**config.mk**
```make
export PLATFORM = sky130hd
export DESIGN_NAME = hamming_dec
export DESIGN_NICKNAME = d
export VERILOG_FILES = /design/src/rtl/hamming_dec.sv
export SDC_FILE = /design/constraint.sdc
export NUM_CORES = 1
export LEC_CHECK = 0
export CAP_MARGIN = 20
export CORE_ASPECT_RATIO = 0.75
export CORE_MARGIN = 2
export CORE_UTILIZATION = 46
export CTS_CLUSTER_DIAMETER = 50
export CTS_CLUSTER_SIZE = 30
export DETAILED_ROUTE_END_ITERATION = 16
export HOLD_SLACK_MARGIN = 0.15
export PLACE_DENSITY = 0.82
export SLEW_MARGIN = 20
export SYNTH_ARGS = -nofsm -noshare
export SYNTH_HDL_FRONTEND = slang
export SYNTH_SLANG_ARGS = --single-unit
```
**constraint.sdc**
```tcl
create_clock -name clk -period 4.19 [get_ports clk]
set_clock_uncertainty 0.2 [all_clocks]
set_input_delay 0.6285 -clock clk [delete_from_list [all_inputs] [get_ports clk]]
set_output_delay 0.6285 -clock clk [all_outputs]
set_load 0.005 [all_outputs]
```
**src/rtl/hamming_dec.sv**
```systemverilog
// hamming_dec -- Hamming(21,16) SEC decoder, receive side of hamming_enc.
//
// Takes 21-bit even-parity codewords (bit i = Hamming position i+1), computes
// the 5-bit syndrome, flips the addressed bit for syndromes 1..21, flags
// syndromes 22..31 as uncorrectable, and extracts the 16 data bits.
// Two-stage pipeline with valid/ready on both sides; saturating event counters.
//
// Ports:
//   clk        system clock (rising edge)
//   rst        synchronous, active-low reset
//   iData      received codeword          iValid  codeword valid
//   oReady     decoder accepts iData this cycle (combinational)
//   oData      decoded/corrected data     oValid  oData and flags valid
//   iReady     downstream accepts oData this cycle
//   oCorr      single-bit error corrected in current output word
//   oErr       uncorrectable syndrome (22..31) in current output word
//   oSyndrome  raw syndrome of current output word
//   iClrCnt    synchronous clear of both counters
//   oCorrCnt   saturating count of transferred words with oCorr=1
//   oErrCnt    saturating count of transferred words with oErr=1
module hamming_dec #(
  parameter int unsigned CNT_W = 16
) (
  input  logic             clk,
  input  logic             rst,
  input  logic [20:0]      iData,
  input  logic             iValid,
  output logic             oReady,
  output logic [15:0]      oData,
  output logic             oValid,
  input  logic             iReady,
  output logic             oCorr,
  output logic             oErr,
  output logic [4:0]       oSyndrome,
  input  logic             iClrCnt,
  output logic [CNT_W-1:0] oCorrCnt,
  output logic [CNT_W-1:0] oErrCnt
);

  logic        advance;
  logic        xfer;
  logic        s1Valid;
  logic [20:0] s1Code;
  logic [4:0]  s1Syn;
  logic [4:0]  syn;
  logic [20:0] fixed;
  logic [15:0] dataNext;
  logic        corrNext;
  logic        errNext;

  // Both stages move together; the output register frees up when empty or
  // when its word is being taken downstream.
  assign advance = !oValid || iReady;
  assign oReady  = advance && rst;
  assign xfer    = oValid && iReady;

  // XOR of the positions of all set bits gives the syndrome directly.
  always_comb begin
    syn = '0;
    for (int unsigned i = 0; i < 21; i++) begin
      if (iData[i]) syn = syn ^ 5'(i + 1);
    end
  end

  always_comb begin
    fixed    = s1Code;
    corrNext = 1'b0;
    errNext  = 1'b0;
    if (s1Syn >= 5'd22) begin
      errNext = 1'b1;
    end else if (s1Syn != 5'd0) begin
      corrNext               = 1'b1;
      fixed[s1Syn - 5'd1]    = ~s1Code[s1Syn - 5'd1];
    end
    // Data sits at the non-power-of-two positions, ascending.
    dataNext = {fixed[20:16], fixed[14:8], fixed[6:4], fixed[2]};
  end

  always_ff @(posedge clk) begin
    if (!rst) begin
      s1Valid   <= 1'b0;
      s1Code    <= '0;
      s1Syn     <= '0;
      oValid    <= 1'b0;
      oData     <= '0;
      oCorr     <= 1'b0;
      oErr      <= 1'b0;
      oSyndrome <= '0;
    end else if (advance) begin
      s1Valid <= iValid;
      s1Code  <= iData;
      s1Syn   <= syn;
      oValid  <= s1Valid;
      if (s1Valid) begin
        oData     <= dataNext;
        oCorr     <= corrNext;
        oErr      <= errNext;
        oSyndrome <= s1Syn;
      end
    end
  end

  always_ff @(posedge clk) begin
    if (!rst) begin
      oCorrCnt <= '0;
      oErrCnt  <= '0;
    end else if (iClrCnt) begin
      oCorrCnt <= '0;
      oErrCnt  <= '0;
    end else if (xfer) begin
      if (oCorr && (oCorrCnt != '1)) oCorrCnt <= oCorrCnt + 1'b1;
      if (oErr && (oErrCnt != '1))   oErrCnt  <= oErrCnt + 1'b1;
    end
  end

endmodule

```
* Word-level counts from Yosys, hierarchy flattened
Cells that the tools add are included.
** Storage, ports and cells
- Register bits after elaboration :: 83
- Input bits :: 26
- Output and inout port bits :: 57
- Logic and storage cells :: 83
** Operators by class
- $add $sub $neg :: 3
- Magnitude comparators :: 3
- Equality and inequality tests :: 2
- Mux-type cells :: 31
- Bitwise operators :: 22
- Reductions and logical operators :: 12
** Operator list (number)
- $mux 21 :: 2
- $add 16x1->16 const B :: 2
- $mux 4 :: 8
- $ne 16x16->1 const B :: 2
- $mux 5 :: 6
- $bwmux 21 :: 1
- $not 2->2 :: 9
- $not 3->3 :: 6
- $mux 3 :: 4
- $lt 5x6->1 const B :: 1
- $mux 1 :: 6
- $reduce_and 2->1 :: 3
- $bmux 1 s5 :: 1
- $demux 1 s5 :: 1
- $ge 5x1->1 const B :: 1
- $ge 5x5->1 const B :: 1
- $logic_and 1x1->1 :: 5
- $reduce_bool 5->1 :: 1
- $sub 5x1->5 const B :: 1
- $mux 2 :: 2
- $not 1->1 const A :: 4
- $not 4->4 :: 1
- $not 1->1 :: 2
- $reduce_or 2->1 :: 1
- other kinds (2) :: 2

* Logic depth before layout (Yosys ltp)
- Depth after elaboration :: 37
- Depth in mapped cells :: 11
- Mapped depth without buffers :: 8

* Worst setup path before layout
OpenSTA, ideal clock, no wires.
- Path type :: reg-to-reg
- Start point :: register s1Syn[0]
- End point :: register oData[7]
- Library setup time :: 0.074 ns
- Arrival time :: 2.532 ns
- Required time :: 3.916 ns
- Path slack :: 1.384 ns
- Cell stages (with the launch flop) :: 11
- Path buffers :: 3
- Clock period less this slack :: 2.806 ns
- Path through :: dfxtp_1 clkbuf_1 inv_1 ha_1 buf_6 and2b_1 or2_2 a2111oi_4 o211ai_4 buf_6 o22ai_2
** Between the ends
- Longest elaborated chain between the ends :: 8
- Elaborated cells between the ends (all ways) :: 14
- Those cells by class :: add/sub (1); order compare (3); mux (7); bitwise (1); reduce/logical (2)
** RTL lines
- start, declared :: RTL line 44 : logic [4:0] s1Syn;
- start signal, assigned :: RTL line 92 : s1Syn <= syn;
- $sub 5x1->5 :: RTL line 73 : fixed[s1Syn - 5'd1] = ~s1Code[s1Syn - 5'd1];
- $lt 5x6->1 (not written as such) or $ge 5x1->1 (tied branches) :: RTL line 73
- $logic_and 1x1->1 (not written as such) :: RTL line 73
- $mux 1 (not written as such) :: RTL line 73
- $demux 1 s5 :: RTL line 73
- $bwmux 21 :: RTL line 73
- $mux 21 :: RTL line 71 : end else if (s1Syn != 5'd0) begin
- $mux 21 * :: RTL line 69 : if (s1Syn >= 5'd22) begin
- end signal, assigned :: RTL line 95 : oData <= dataNext;
- end, declared :: RTL line 29 : output logic [15:0] oData,
Every way passes the cells marked *; elsewhere a longest branch is shown, timed or not. The select of a mux whose other input is x is not followed.
A chain may end at the register's enable or synchronous reset.

* Worst setup path in the final report
- Start point :: register s1Syn[0]
- End point :: register oData[4]
The elaborated chain is that of the path after synthesis.

==> summary.txt <==
Run status
  • Outcome: finished clean

Routing
  • Drt wl/cell: between 15 and 20 µm
  • Antenna Violating Nets Remaining: 0
  • DRC: 0
  • Initial drt markers: between 200 and 300
  • Routed wire length: 11.89 mm
  • Via density: between 5 and 6
  • DRT Pass-1 Iters: 4
  • Routed via count: between 4000 and 5000

Placed design
  • Post-DP HPWL: between 8 and 9 mm
  • IO Port Bufs: between 80 and 90
  • GP Congestion: 0.9154
  • Cells after DPL: ~720
  • Dpl cell area: ~0.0054 mm²

Pwr
  • Logic pwr share: around 30%
  • Switching share of power: 33.32%
  • Max rail drop VDD: roughly 0.2 mV
  • Sequential share of power: about two fifths
  • Clock power frac: 31.3%
  • PwrDens: 419.7 mW/mm²
  • Internal Power: roughly 1.6 mW
  • Switch Pwr: ~0.79 mW
  • Static leakage power: about 2.0 nW

Min path
  • Worst Hold Depth: 2
  • Min-Delay Path Class: reg -> reg

Floorplanning
  • Initial Util: about 47%
  • Die X: approximately 120 µm
  • # rows: 31
  • Core Region: 0.009580 mm²
  • Ports: 83
  • Die H: roughly 90 µm
  • Die Area: about 0.011 mm²

Worst setup path
  • CP Data Required Time: about 4.2 ns
  • Worst Setup End Kind: flip-flop
  • Critical path class: reg -> reg
  • Crit Path Max Fanout: 16
  • Startpoint types: flip-flop
  • Reg2Reg Depth: 8
  • WP data arrival: roughly 3.5 ns

Layout
  • Finished Cell Area: 0.005650 mm²
  • FILL cells: roughly 900
  • Area grow syn2layout: 25.51%
  • Fin cells: between 700 and 800
  • Share of cells above drive strength 1: around 6%
  • Ant. Diodes: 0
  • Total area of sequential cells: 0.001662 mm²
  • Multi-input logic area: approximately 0.0027 mm²
  • Nets: approximately 630

Logic synthesis
  • Post-Syn Nets: about 570
  • Share of the synthesized area in the top cell type: a little under two fifths
  • Ys Warns: 0
  • Most common cell in the netlist: dfxtp_1
  • Syn Area/Cell: 8.446 µm²
  • Post-Syn Area: 0.004502 mm²
  • Synthesized flop and latch total: between 80 and 90
  • Synthesized instance count: 533
  • Ys async rst share: 0%
  • Seq/Total Area, Yosys: a little under two fifths
  • Post-synth top area cell: dfxtp_1
  • Synth top cells by count: dfxtp_1, nand2_1, nor2_1, xnor2_1, a21boi_0
  • Ys flop type: dfxtp_1
  • Synth area leaders: dfxtp_1, xnor2_1, nand2_1
  • Yosys cell types: 56
  • Post-synth EDFFs: 0

Timing
  • Final Cycle Share: 82.66%
  • Slew HR: 30.36%
  • Final-report hold violation count: 0
  • Fmax: approximately 0.29 GHz
  • Final TNS setup: 0 ns
  • RSZ-0062 raised after global routing: false
  • Final setup violation count: 0
  • Final slew viol count: 0
  • Measured slew at the worst slew-check pin: roughly 1.0 ns
  • Minimum clock period: around 3.5 ns

Clocking
  • Worst-path clk slew: 0.06 ns
  • Root cell of the clock tree: clkbuf_16
  • Sink Count: 83
  • TritonCTS clock tree: built
  • H-tree Lvls: 3
  • CTS Buf Count: 9
  • Clk buf depth: 2
  • Clk_lat worst skew: around 0.33 ns
  • CTS Hold Bufs: 0
  • Cells resized by post-CTS repair: 0
  • # Post-CTS Setup Buffers: 0

Global route
  • Total GRT Usage: between 20% and 30%
  • Vias in the first global route: 3805
  • First-pass GRT wire length: between 15 and 20 mm
  • Initial antenna violation count: 0
  • Largest net degree at the start of global routing: 54
  • Final global-route overflow total: 0

Run
  • Max Cap Viol: 0
[routing by layer]
metal | global-route usage [%] | wire, µm | part of all wire [%]
met1 | 29.31 | 5417 | 46
met2 | 36.26 | 5476 | 46
met3 | 5.303 | 761 | 6.4
met4 | 8.653 | 238 | 2.0
met5 | 0 | 0 | 0
[layout make-up]
type,instances,share of cell area (%)
multi-input combinational,414,47.10
sequential,83,29.41
timing repair buffer,87,15.19
clock buffer,14,4.849
tap,132,2.923
inverter,6,0.3986
clock inverter,1,0.1329
[through the flow]
stage	utilization [%]	total power, mW	hold slack [ns]	worst slack (ns)
after floorplan	-	1.459	0.2364	1.384
after global placement	56.01	1.598	0.2521	0.9199
after global routing	58.98	2.481	0.2875	0.6001
after CTS	58.95	2.374	0.2673	0.8117
after detailed placement	56.01	1.624	0.2595	0.8175
final	58.98	2.372	0.2649	0.7264
[power groups by stage]
stage	Clock (mW)	Sequential, mW	Combinational [mW]
3_3_place_gp	0	0.925	0.673
6_report	0.743	0.914	0.714
5_1_grt	0.796	0.922	0.764
2_1_floorplan	0	0.884	0.575
4_1_cts	0.763	0.912	0.700
3_5_place_dp	0	0.928	0.695
[cell families (layout without fill, tap and decap cells)]
group,after synthesis,in the layout,synth area share [%]
adders and majority gates,7,7,1.945
xor gates and xnor gates,62,62,12.06
and+or+nand+nor,212,212,22.12
muxes,12,12,2.974
DFF,83,83,36.91
AOI/OAI and AO/OA,121,121,19.96
buffers and inverters,36,108,4.030
[layout by cell type, fill, tap and decap left out, types with 12 or more instances in the layout]
cell type        count
a21oi_1             20
nand2_1             82
xor2_1              25
nand3_1             16
a31oi_1             12
o21ai_0             18
nor2_1              51
a21boi_0            29
xnor2_1             37
o211ai_1            14
clkdlybuf4s50_1     82
dfxtp_1             83
[critical path, cell delays in order (launching register included)]
cell       delay [ns]
dfxtp_1          0.75
inv_1            0.33
ha_1             0.76
nor2b_1          0.10
a2111oi_0        0.48
a31oi_1          0.09
nand4_1          0.18
o211ai_4         0.24
a41oi_1          0.25
[flip-flops by register name (all words and copies together) (netlist names), 5 cells and up]
register,flops
s1Code,21
oCorrCnt,16
oData,16
oErrCnt,16
s1Syn,5
oSyndrome,5
[worst paths after layout]
path	to	slack, ns	start
setup / recovery	oData[4]	0.73	s1Syn[0]
hold / removal	s1Code[7]	0.26	s1Code[7]
setup reg to reg	oData[4]	0.73	s1Syn[0]
hold reg to reg	s1Code[7]	0.26	s1Code[7]
No activity file was read; power rests on OpenSTA's default activity.
